## src/rtl/dmem_arbiter_if.sv

```systemverilog
// dmem_arbiter_if: bundle of core port (c_*), aux port (a_*), core_stall and memory-side dmem_* signals
// slave modport: arbiter side; master modport: requesters plus data memory (testbench side).
interface dmem_arbiter_if #(
  parameter int ADDR_WIDTH = 32,
  parameter int DATA_WIDTH = 32
);
  logic                    c_req, c_wen, c_done;
  logic [ADDR_WIDTH-1:0]   c_addr;
  logic [DATA_WIDTH-1:0]   c_wdata, c_rdata;
  logic [DATA_WIDTH/8-1:0] c_byte_en;
  logic                    a_req, a_wen, a_done;
  logic [ADDR_WIDTH-1:0]   a_addr;
  logic [DATA_WIDTH-1:0]   a_wdata, a_rdata;
  logic [DATA_WIDTH/8-1:0] a_byte_en;
  logic                    core_stall;
  logic [ADDR_WIDTH-1:0]   dmem_addr;
  logic [DATA_WIDTH-1:0]   dmem_wdata, dmem_rdata;
  logic [DATA_WIDTH/8-1:0] dmem_byte_en;
  logic                    dmem_wen, dmem_ren, dmem_ready;
  modport slave (
    input  c_req, c_wen, c_addr, c_wdata, c_byte_en,
    input  a_req, a_wen, a_addr, a_wdata, a_byte_en,
    input  dmem_rdata, dmem_ready,
    output c_done, c_rdata, a_done, a_rdata, core_stall,
    output dmem_addr, dmem_wdata, dmem_byte_en, dmem_wen, dmem_ren
  );
  modport master (
    output c_req, c_wen, c_addr, c_wdata, c_byte_en,
    output a_req, a_wen, a_addr, a_wdata, a_byte_en,
    output dmem_rdata, dmem_ready,
    input  c_done, c_rdata, a_done, a_rdata, core_stall,
    input  dmem_addr, dmem_wdata, dmem_byte_en, dmem_wen, dmem_ren
  );
endinterface

```

## src/rtl/dmem_arbiter.sv

```systemverilog
// dmem_arbiter: arbitrates core (C) and aux (A) requests onto the single data-memory port
// Ports: clk; rst_n (async, active-low); bus (dmem_arbiter_if.slave) carrying the c_*/a_*
// request ports with done/rdata returns, core_stall, and the latched dmem_* memory interface.
module dmem_arbiter #(
  parameter int ADDR_WIDTH = 32,
  parameter int DATA_WIDTH = 32,
  parameter int MAX_WAIT   = 4
) (
  input logic           clk,
  input logic           rst_n,
  dmem_arbiter_if.slave bus
);
  localparam int BW = DATA_WIDTH / 8;
  localparam int WW = $clog2(MAX_WAIT + 1);
  typedef enum logic {IDLE, BUSY} state_t;
  state_t                state_q, state_d;
  logic [WW-1:0]         wait_cnt_q, wait_cnt_d;
  logic                  wen_q, wen_d;
  logic                  owner_q, owner_d;  // 1 = port A owns the access
  logic [ADDR_WIDTH-1:0] addr_q, addr_d;
  logic [DATA_WIDTH-1:0] wdata_q, wdata_d;
  logic [BW-1:0]         be_q, be_d;
  logic                  grant_a, busy, done;
  assign busy = state_q == BUSY;
  assign done = busy & bus.dmem_ready;
  always_comb begin
    state_d    = state_q;
    wait_cnt_d = wait_cnt_q;
    wen_d      = wen_q;
    owner_d    = owner_q;
    addr_d     = addr_q;
    wdata_d    = wdata_q;
    be_d       = be_q;
    grant_a    = bus.a_req & (~bus.c_req | (wait_cnt_q == WW'(MAX_WAIT)));
    if (!busy) begin
      // a C grant with a_req pending only happens below MAX_WAIT, so no explicit saturation is needed
      wait_cnt_d = (grant_a | ~bus.a_req) ? '0 : wait_cnt_q + 1'b1;
      if (bus.c_req | bus.a_req) begin
        state_d = BUSY;
        owner_d = grant_a;
        wen_d   = grant_a ? bus.a_wen     : bus.c_wen;
        addr_d  = grant_a ? bus.a_addr    : bus.c_addr;
        wdata_d = grant_a ? bus.a_wdata   : bus.c_wdata;
        be_d    = grant_a ? bus.a_byte_en : bus.c_byte_en;
      end
    end else if (done) begin
      state_d = IDLE;
    end
  end
  always_ff @(posedge clk or negedge rst_n) begin
    if (!rst_n) begin
      state_q    <= IDLE;
      wait_cnt_q <= '0;
      wen_q      <= 1'b0;
      owner_q    <= 1'b0;
      addr_q     <= '0;
      wdata_q    <= '0;
      be_q       <= '0;
    end else begin
      state_q    <= state_d;
      wait_cnt_q <= wait_cnt_d;
      wen_q      <= wen_d;
      owner_q    <= owner_d;
      addr_q     <= addr_d;
      wdata_q    <= wdata_d;
      be_q       <= be_d;
    end
  end
  assign bus.dmem_wen     = busy & wen_q;
  assign bus.dmem_ren     = busy & ~wen_q;
  assign bus.dmem_addr    = addr_q;
  assign bus.dmem_wdata   = wdata_q;
  assign bus.dmem_byte_en = be_q;
  assign bus.c_done       = done & ~owner_q;
  assign bus.a_done       = done & owner_q;
  assign bus.c_rdata      = (bus.c_done & ~wen_q) ? bus.dmem_rdata : '0;
  assign bus.a_rdata      = (bus.a_done & ~wen_q) ? bus.dmem_rdata : '0;
  assign bus.core_stall   = bus.c_req & ~bus.c_done;
endmodule

```

## src/flat_wrapper.sv

```systemverilog
// flat-port wrapper written by rule: the top's interface ports become plain ports
module dmem_arbiter_flat 
#(
  parameter int ADDR_WIDTH = 32,
  parameter int DATA_WIDTH = 32,
  parameter int MAX_WAIT   = 4
)
  (clk, rst_n, bus_c_req, bus_c_wen, bus_c_addr, bus_c_wdata, bus_c_byte_en, bus_a_req, bus_a_wen, bus_a_addr, bus_a_wdata, bus_a_byte_en, bus_dmem_rdata, bus_dmem_ready, bus_c_done, bus_c_rdata, bus_a_done, bus_a_rdata, bus_core_stall, bus_dmem_addr, bus_dmem_wdata, bus_dmem_byte_en, bus_dmem_wen, bus_dmem_ren);
  dmem_arbiter_if #(.ADDR_WIDTH(ADDR_WIDTH), .DATA_WIDTH(DATA_WIDTH)) bus_i ();
  input logic clk;
  input logic rst_n;
  input wire logic [$bits(bus_i.c_req)-1:0] bus_c_req;
  input wire logic [$bits(bus_i.c_wen)-1:0] bus_c_wen;
  input wire logic [$bits(bus_i.c_addr)-1:0] bus_c_addr;
  input wire logic [$bits(bus_i.c_wdata)-1:0] bus_c_wdata;
  input wire logic [$bits(bus_i.c_byte_en)-1:0] bus_c_byte_en;
  input wire logic [$bits(bus_i.a_req)-1:0] bus_a_req;
  input wire logic [$bits(bus_i.a_wen)-1:0] bus_a_wen;
  input wire logic [$bits(bus_i.a_addr)-1:0] bus_a_addr;
  input wire logic [$bits(bus_i.a_wdata)-1:0] bus_a_wdata;
  input wire logic [$bits(bus_i.a_byte_en)-1:0] bus_a_byte_en;
  input wire logic [$bits(bus_i.dmem_rdata)-1:0] bus_dmem_rdata;
  input wire logic [$bits(bus_i.dmem_ready)-1:0] bus_dmem_ready;
  output wire logic [$bits(bus_i.c_done)-1:0] bus_c_done;
  output wire logic [$bits(bus_i.c_rdata)-1:0] bus_c_rdata;
  output wire logic [$bits(bus_i.a_done)-1:0] bus_a_done;
  output wire logic [$bits(bus_i.a_rdata)-1:0] bus_a_rdata;
  output wire logic [$bits(bus_i.core_stall)-1:0] bus_core_stall;
  output wire logic [$bits(bus_i.dmem_addr)-1:0] bus_dmem_addr;
  output wire logic [$bits(bus_i.dmem_wdata)-1:0] bus_dmem_wdata;
  output wire logic [$bits(bus_i.dmem_byte_en)-1:0] bus_dmem_byte_en;
  output wire logic [$bits(bus_i.dmem_wen)-1:0] bus_dmem_wen;
  output wire logic [$bits(bus_i.dmem_ren)-1:0] bus_dmem_ren;
  assign bus_i.c_req = bus_c_req;
  assign bus_i.c_wen = bus_c_wen;
  assign bus_i.c_addr = bus_c_addr;
  assign bus_i.c_wdata = bus_c_wdata;
  assign bus_i.c_byte_en = bus_c_byte_en;
  assign bus_i.a_req = bus_a_req;
  assign bus_i.a_wen = bus_a_wen;
  assign bus_i.a_addr = bus_a_addr;
  assign bus_i.a_wdata = bus_a_wdata;
  assign bus_i.a_byte_en = bus_a_byte_en;
  assign bus_i.dmem_rdata = bus_dmem_rdata;
  assign bus_i.dmem_ready = bus_dmem_ready;
  assign bus_c_done = bus_i.c_done;
  assign bus_c_rdata = bus_i.c_rdata;
  assign bus_a_done = bus_i.a_done;
  assign bus_a_rdata = bus_i.a_rdata;
  assign bus_core_stall = bus_i.core_stall;
  assign bus_dmem_addr = bus_i.dmem_addr;
  assign bus_dmem_wdata = bus_i.dmem_wdata;
  assign bus_dmem_byte_en = bus_i.dmem_byte_en;
  assign bus_dmem_wen = bus_i.dmem_wen;
  assign bus_dmem_ren = bus_i.dmem_ren;
  dmem_arbiter #(.ADDR_WIDTH(ADDR_WIDTH), .DATA_WIDTH(DATA_WIDTH), .MAX_WAIT(MAX_WAIT)) u_core (.clk(clk), .rst_n(rst_n), .bus(bus_i));
endmodule
```

## config.mk

```make
export PLATFORM = sky130hd
export DESIGN_NAME = dmem_arbiter_flat
export DESIGN_NICKNAME = d
export VERILOG_FILES = /design/src/rtl/dmem_arbiter_if.sv /design/src/rtl/dmem_arbiter.sv /design/src/flat_wrapper.sv
export SDC_FILE = /design/constraint.sdc
export NUM_CORES = 1
export LEC_CHECK = 0
export CORE_AREA = 4 4 135 137
export CTS_CLUSTER_SIZE = 30
export DETAILED_ROUTE_END_ITERATION = 16
export DIE_AREA = 0 0 139 141
export GPL_TIMING_DRIVEN = 0
export SLEW_MARGIN = 0
export SYNTH_ARGS = -nofsm -noshare
export SYNTH_HDL_FRONTEND = slang
export SYNTH_SLANG_ARGS = --single-unit
```

## constraint.sdc

```tcl
create_clock -name clk -period 4.35 [get_ports clk]
set_input_delay 0.87 -clock clk [delete_from_list [all_inputs] [get_ports clk]]
set_output_delay 0.87 -clock clk [all_outputs]
set_load 0.02 [all_outputs]
```

# [Word level (Yosys, flattened, before mapping)]
# Index checks and enable logic that the tools add are counted.
[totals] elab_cells=38 input_bits=175 output_inout_bits=137 regBits=74
[classes] mux=10 bitwise=18 add_sub_neg=1 n_reduce_logical=1 eq_ne=1
[ops] op="32-bit 2-to-1 mux" count=4
[ops] op="1-bit AND" count=9
[ops] op="1-bit inverter" count=6
[ops] op="1-bit 2-to-1 mux" count=4
[ops] op="4-bit 2-to-1 mux" count=1
[ops] op="3-bit by 1-bit adder with 3-bit output (second input constant)" count=1
[ops] op="3-bit == test (second input constant)" count=1
[ops] op="3-bit 2-to-1 mux" count=1
[ops] op="1-bit OR" count=3
[ops] op="2-bit AND reduction" count=1

# [Logic depth before layout (Yosys ltp)]
# Gate-level depths: netlist (run 1).
[logic_depth] ltp_word=5 ltp_mapped=8 ltp_nobuf=5

# [Worst setup path before layout (run 1)]
# Ideal clock, no wire load.
[synth_path] path_kind="input port to output port" from="input port bus_dmem_ready" to="output port bus_a_rdata[10]" required_time_ns=3.480 setup_slack_ns=1.693 cell_stages=4 arrival_ns=1.787 n_path_buf=1 cell_sequence="and3_1 -> and2b_1 -> clkbuf_1 -> and2_1"
[synth_between] elab_chain_cells=4
[synth_lines] item="start, declared" line_no="flat_wrapper.sv:23" text="input wire logic [$bits(bus_i.dmem_ready)-1:0] bus_dmem_ready;"
[synth_lines] item="1-bit AND" line_no="dmem_arbiter.sv:25" text="assign done = busy & bus.dmem_ready;"
[synth_lines] item="1-bit AND" line_no="dmem_arbiter.sv:75" text="assign bus.a_done = done & owner_q;"
[synth_lines] item="1-bit AND" line_no="dmem_arbiter.sv:77" text="assign bus.a_rdata = (bus.a_done & ~wen_q) ? bus.dmem_rdata : '0;"
[synth_lines] item="32-bit 2-to-1 mux" line_no="dmem_arbiter.sv:77"
[synth_lines] item="end, declared" line_no="flat_wrapper.sv:27" text="output wire logic [$bits(bus_i.a_rdata)-1:0] bus_a_rdata;"
# Every way passes these cells.

# [Worst setup path in the final report (run 1)]
[layout_path] from="input port bus_dmem_ready" to="output port bus_c_rdata[26]"
[layout_between] elab_chain_cells=4
[layout_lines] item="1-bit AND" line_no="dmem_arbiter.sv:25"
[layout_lines] item="1-bit AND" line_no="dmem_arbiter.sv:74" text="assign bus.c_done = done & ~owner_q;"
[layout_lines] item="1-bit AND" line_no="dmem_arbiter.sv:76" text="assign bus.c_rdata = (bus.c_done & ~wen_q) ? bus.dmem_rdata : '0;"
[layout_lines] item="32-bit 2-to-1 mux" line_no="dmem_arbiter.sv:76"
[layout_lines] item="end, declared" line_no="flat_wrapper.sv:25" text="output wire logic [$bits(bus_i.c_rdata)-1:0] bus_c_rdata;"
# Every way passes these cells.

==> results of run 1 <==
worst paths after layout:
check | from | end | slack, ns
setup reg to reg | u_core.wait_cnt_q[0]$_DFFE_PN0N_ | u_core.bus.dmem_addr[28]$_DFFE_PN0P_ | 2.56
hold reg to reg | u_core.bus.dmem_wdata[29]$_DFFE_PN0P_ | u_core.bus.dmem_wdata[29]$_DFFE_PN0P_ | 0.49
max in group asynchronous | rst_n | u_core.bus.dmem_addr[26]$_DFFE_PN0P_ | 3.36
setup / recovery | bus_dmem_ready | bus_c_rdata[26] | 0.46
min in group clk | u_core.bus.dmem_wdata[29]$_DFFE_PN0P_ | u_core.bus.dmem_wdata[29]$_DFFE_PN0P_ | 0.49
hold / removal | rst_n | u_core.bus.dmem_wdata[23]$_DFFE_PN0P_ | 0.38
registers in the layout (all words and copies together) (netlist names):
| register | count |
|---|---|
| u_core.bus.dmem_addr | 32 |
| u_core.bus.dmem_wdata | 32 |
| u_core.bus.dmem_byte_en | 4 |
| u_core.wait_cnt_q | 3 |
| u_core.busy | 1 |
| u_core.owner_q | 1 |
| u_core.wen_q | 1 |
area by class of cell:
class                           count  area, um^2  area share, %
Inverter                            4        15.0          0.188
Buffer                             55         293           3.68
Timing Repair Buffer              312        3140           39.4
Tap cell                          225         282           3.53
Clock buffer                       12         246           3.09
Clock inverter                      4        98.8           1.24
Multi-Input combinational cell    366        2040           25.6
Sequential cell                    74        1850           23.2
layer usage:
metal / routed length (um) / up-vias / part of all wire [%]
met5: 0 / - / 0
met4: 258 / 0 / 1.3
met2: 9570 / 215 / 50
li1: - / 2393 / -
met1: 7680 / 2271 / 40
met3: 1610 / 15 / 8.4
synth_stat cells (all sizes together), types with 2 or more instances:
library cell	count
nand3	2
nor2	3
buf	19
inv	4
o21ai	3
nand2	140
nand4	71
o211ai	69
dfrtp	74
ha	2
and2	67
clkbuf	36
kinds of logic (layout without fill, tap and decap cells):
logic type               after synthesis  count (layout)
flip-flops                            74              74
adder cells (fa/ha/maj)                2               2
buffers and inverters                 59             387
AND/OR/NAND/NOR                      287             287
AO/OA/AOI/OAI                         77              77
metrics by stage:
step	setup TNS [ns]	area [um^2]	total power [W]	setup WS, ns	util, %
finish	0	7970	0.00376	0.464	46.7
global route	0	7970	0.00398	0.246	46.7
CTS	0	7970	0.00381	0.438	46.7
detailed placement	0	7620	0.00291	0.431	44.7
global placement	-41.60	7600	0.00290	-0.572	44.5
floorplan	0	4200	0.00193	1.69	-
report_power, final:
part	total (W)	switching, W	internal (W)
clock network	0.000882	0.000304	0.000578
logic	0.00181	0.000962	0.000851
registers	0.00107	0.000134	0.000932
worst max-delay path, cell delays in order:
cell	delay [ns]
clkdlybuf4s50_1	0.49
nand3b_1	0.15
nor2_1	0.36
clkbuf_1	0.31
and2_1	0.18
clkdlybuf4s50_1	0.65
cells in the final DEF (no fill, tap or decap), drive strengths merged:
| master | Yosys | final |
|---|---|---|
| nand3 | 2 | 2 |
| ha | 2 | 2 |
| nand2 | 140 | 140 |
| a21bo | 1 | 1 |
| a21boi | 1 | 1 |
| clkinv | 0 | 1 |
| dfrtp | 74 | 74 |
| clkdlybuf4s50 | 0 | 310 |
| o21ai | 3 | 3 |
| o21ba | 1 | 1 |
| bufinv | 0 | 3 |
| o21bai | 1 | 1 |
| clkbuf | 36 | 48 |
| nand3b | 1 | 1 |
| buf | 19 | 21 |
| o211ai | 69 | 69 |
| nor2 | 3 | 3 |
| a22o | 1 | 1 |
| inv | 4 | 4 |
| and2 | 67 | 67 |
| nand4 | 71 | 71 |
| and3 | 1 | 1 |
| nand4b | 1 | 1 |
| and2b | 1 | 1 |
==> results.yml, run 1 <==
logic_synthesis:
  ys_seq_elements: 74
  ys_seq_area_share_pct: 44.1
  synth_fa_ha_area_share_pct: 0.596
  syn-num-nets: 676
  synth.mux.area_fraction_pct: 0
  avgSynthCellArea_um2: 8.42
  synth_compound_area_share_pct: 13.7
  synth_area_um2: 4200
  yosys.area.top_type: "dfrtp_1"
  synthXorXnorAreaFrac_pct: 0
  ys_warn_count: 0
  synth_cell_types: 24
  yosys.area_share.simple_pct: 34.3
  synth-edff-count: 0
  ys.flop_type: "dfrtp_1"
  synth_area_leaders: "dfrtp_1 44%, nand2_1 13%, o211ai_1 12%, nand4_1 11%, and2_1 10%"
  synth_top_family_by_area: "simple AND/OR/NAND/NOR gates"
  synth_top_area_share_pct: 44.1
  syn_inst: 499
  synthArstFlopShare_pct: 100
place:
  hpwl_um: 14800
  routabilityCongestion: 0.841
  placedCellCount: 1036
  portBuffers: 311
setup_path:
  crit_path_max_fanout: 10
  crit_required_ns: 3.48
  critPathKind: "input pin to primary output"
  crit_path_end_kind: "primary output"
  worstPathArrival_ns: 3.02
  cp-start-kind: "input pin"
  r2r_cells: 8
cts:
  tritoncts: "built"
  clk_latency_ns: 0.34
  clk_pin_slew_ns: 0.06
  cts_setup_buffers: 0
  cts_buffer_depth: 2
  ctsHoldBuffers: 0
  clock_sinks: 74
  htree_num_levels: 3
  post_cts_resized: 0
  root_buffer: "clkbuf_16"
  cts_buffers: 9
sta:
  worst_slew_pin_slew_ns: 0.588
  setup_violations: 0
  min_period_ns: 3.89
  final_hold_viol_count: 0
  finClkSkew_ns: 0.0114
  holdWs_ns: 0.385
  period_share_pct: 89.3
  timing.fmax_ghz: 0.257
  rsz0062_at_grt: "no"
  slew_headroom_pct: 60.8
  slew_viol_final: 0
grt:
  use_met1_pct: 22.2
  grt_pass1_wl_um: 29000
  grt_use_met2_pct: 33.6
  top_usage_layer: "met2"
  use_met3_pct: 6.11
  antenna_found_initial: 0
  grt_max_degree: 62
  grt_use_total_pct: 19.0
  grt_pass1_vias: 4942
  grt_overflow_total: 0
power:
  power.density_nw_per_um2: 472
  peakVddDrop_mv: 0.201
  p_leak_nw: 3.09
detailed_routing:
  avgRoutedWirePerCell_um: 18.2
  vias: 4894
  dr.first_iter.drc_count: 150
  drt-total-wl_um: 19100
  drc_errors: 0
  ant_nets: 0
  vias_per_cell: 4.65
  drt-pass1-iter-count: 4
die:
  ioPinCount: 312
  start_util_pct: 24.6
  core.rowCount: 48
  die_height_um: 141
  fp.dieArea_um2: 19600
  core_um2: 17100
  die_w_um: 139
finish:
  syn_to_final_growth_pct: 89.6
  diodes: 0
  fillCellCount: 1727
  fin_cells: 1052
  nets: 999
  drive_gt1_share_pct: 4.11
flow_run:
  maxCapViolCount: 0
run_status:
  status: "finished, final reports clean"
min_path:
  min_path_type: "input pin to async pin"
(Power assumes the default switching activity.)
==> run 2: changes to the inputs <==
==> constraint.sdc (replaced) <==
create_clock -name clk -period 4.35 [get_ports clk]
set_input_delay 0.87 -clock clk [delete_from_list [all_inputs] [get_ports clk]]
set_output_delay 0.87 -clock clk [all_outputs]
set_load 0.005 [all_outputs]
==> results of run 2 <==
The final DEF is identical to that of run 1. Status: finished, final reports clean.
Among the figures that moved: setup slack after placement 0.431 ns -> 0.532 ns; setup slack after layout 0.464 ns -> 0.565 ns; total power 0.00376 W -> 0.00342 W; worst IR drop on VDD 0.201 mV -> 0.196 mV
==> run 3: changes to the inputs <==
--- a/config.mk
+++ b/config.mk
@@ -5,10 +5,10 @@
 export SDC_FILE = /design/constraint.sdc
 export NUM_CORES = 1
 export LEC_CHECK = 0
-export CORE_AREA = 4 4 135 137
+export CORE_AREA = 4 4 142 130
 export CTS_CLUSTER_SIZE = 30
 export DETAILED_ROUTE_END_ITERATION = 16
-export DIE_AREA = 0 0 139 141
+export DIE_AREA = 0 0 146 134
 export GPL_TIMING_DRIVEN = 0
 export SLEW_MARGIN = 0
 export SYNTH_ARGS = -nofsm -noshare
==> run 3 against run 2 <==
Effect of this change: first-iteration DRC count grew 12%; register-to-register slack gained 0.02 ns; utilization grew 0.35 points; non-clock buffer count is the same; total power shrank 2.7%; hold slack lost 0.017 ns; critical path depth is the same; clock power shrank 11%; sequential share of layout area grew 0.13 points; final cell count shrank 1.2%; global-route usage grew 0.27 points.
==> results.yml, run 3 (synthesis gave the netlist of run 1 again) <==
die:
  core_um2: 16800
  die_w_um: 146
  start_util_pct: 25.0
  fp.dieArea_um2: 19600
  core.rowCount: 45
  die_height_um: 134
  ioPinCount: 312
cts:
  post_cts_resized: 0
  clock_sinks: 74
  htree_num_levels: 3
  cts_setup_buffers: 0
  clk_pin_slew_ns: 0.06
  tritoncts: "built"
  ctsHoldBuffers: 0
  clk_latency_ns: 0.34
  cts_buffers: 9
  cts_buffer_depth: 2
  root_buffer: "clkbuf_16"
sta:
  timing.fmax_ghz: 0.273
  slew_headroom_pct: 60.2
  holdWs_ns: 0.368
  final_hold_viol_count: 0
  slew_viol_final: 0
  min_period_ns: 3.67
  period_share_pct: 84.3
  finClkSkew_ns: 0.0109
  worst_slew_pin_slew_ns: 0.597
  rsz0062_at_grt: "no"
  setup_violations: 0
finish:
  fin_cells: 1039
  layout_commonest_cell: "clkdlybuf4s50_1"
  fin_util_pct: 47.1
  final_cell_area_um2: 7920
  syn_to_final_growth_pct: 88.6
  final_cell_mix: "310 x clkdlybuf4s50_1, 140 x nand2_1, 74 x dfrtp_1"
  drive_gt1_share_pct: 4.23
  nets: 999
grt:
  antenna_found_initial: 0
  grt_max_degree: 66
  grt_pass1_wl_um: 30200
  grt_use_total_pct: 19.2
  grt_overflow_total: 0
  grt_pass1_vias: 5352
setup_path:
  r2r_slack_ns: 2.58
  crit_path_end_kind: "primary output"
  cp_common_cell: "clkdlybuf4s50_1"
  cp-start-kind: "input pin"
  crit_path_max_fanout: 10
  critPathKind: "input pin to primary output"
  slowest_delay_ns: 0.53
  crit_path_top_delay_cell: "clkdlybuf4s50_1"
  worstPathArrival_ns: 2.80
  crit_chain: "clkdlybuf4s50_1 -> nand3b_1 -> nor2_1 -> clkbuf_1 -> and2_1 -> clkdlybuf4s50_1"
  crit_required_ns: 3.48
power:
  peakVddDrop_mv: 0.196
  power.density_nw_per_um2: 420
  p_leak_nw: 3.08
  power_w: 0.00333
flow_run:
  maxCapViolCount: 0
detailed_routing:
  vias: 5008
  drt-total-wl_um: 19300
  vias_per_cell: 4.82
  ant_nets: 0
  drc_errors: 0
  avgRoutedWirePerCell_um: 18.5
  drt-pass1-iter-count: 5
  dr.first_iter.drc_count: 168
run_status:
  status: "finished, final reports clean"
place:
  placed_area_um2: 7600
  portBuffers: 311
  hpwl_um: 15300
  placedCellCount: 1022
  routabilityCongestion: 0.897
min_path:
  min_path_type: "input pin to async pin"
## run 3: cell count changes in the layout (fill, tap and decap cells not counted)
cell and delta:
diode_2 +1, clkbuf_8 +2, clkbuf_1 -1, clkinvlp_4 +1
bufinv_16 -2
## run 3: final timing paths
kind,startpoint,endpoint,cells past startpoint
hold / removal,rst_n,u_core.bus.dmem_wdata[7]$_DFFE_PN0P_,1
setup / recovery,bus_dmem_ready,bus_c_rdata[23],6
max in group asynchronous,rst_n,u_core.bus.dmem_addr[17]$_DFFE_PN0P_,2
min in group clk,u_core.bus.dmem_wdata[22]$_DFFE_PN0P_,u_core.bus.dmem_wdata[22]$_DFFE_PN0P_,2
hold reg to reg,u_core.bus.dmem_wdata[22]$_DFFE_PN0P_,u_core.bus.dmem_wdata[22]$_DFFE_PN0P_,2
setup reg to reg,u_core.wait_cnt_q[0]$_DFFE_PN0N_,u_core.bus.dmem_addr[26]$_DFFE_PN0P_,8
## run 3: through the flow
step           TNS [ns]  setup WS (ns)
2_1_floorplan         0           1.93
3_3_place_gp     -32.24         -0.441
3_5_place_dp          0          0.641
4_1_cts               0          0.637
5_1_grt               0          0.490
6_report              0          0.681
## run 3: final cells by class
class,count,area [um^2]
diodes,1,2.50
fillers,1656,8910
clock buffers,13,270
repair buffers,312,3140
flip-flops and latches,74,1850
well taps,211,264
plain buffers,55,293
multi-input cells,366,2040
inverters,4,15.0
clock inverters,3,46.3
## run 3: where the power goes
group | total [W] | switching (W) | internal [W] | leakage (nW)
clock | 0.000783 | 0.000291 | 0.000492 | 0.152
sequential | 0.00108 | 0.000146 | 0.000932 | 0.907
combinational | 0.00147 | 0.000622 | 0.000846 | 2.02
## run 3: routing by layer
metal | global-route usage [%] | part of all wire (%)
met3 | 5.34 | 7.0
met1 | 23.0 | 41
met4 | 4.23 | 1.5
met5 | 0 | 0
met2 | 34.7 | 50
## run 3: critical path, delay by kind of cell
kind	cells	cell delay, ns
buffers and inverters	3	1.36
AND/OR/NAND/NOR	3	0.57
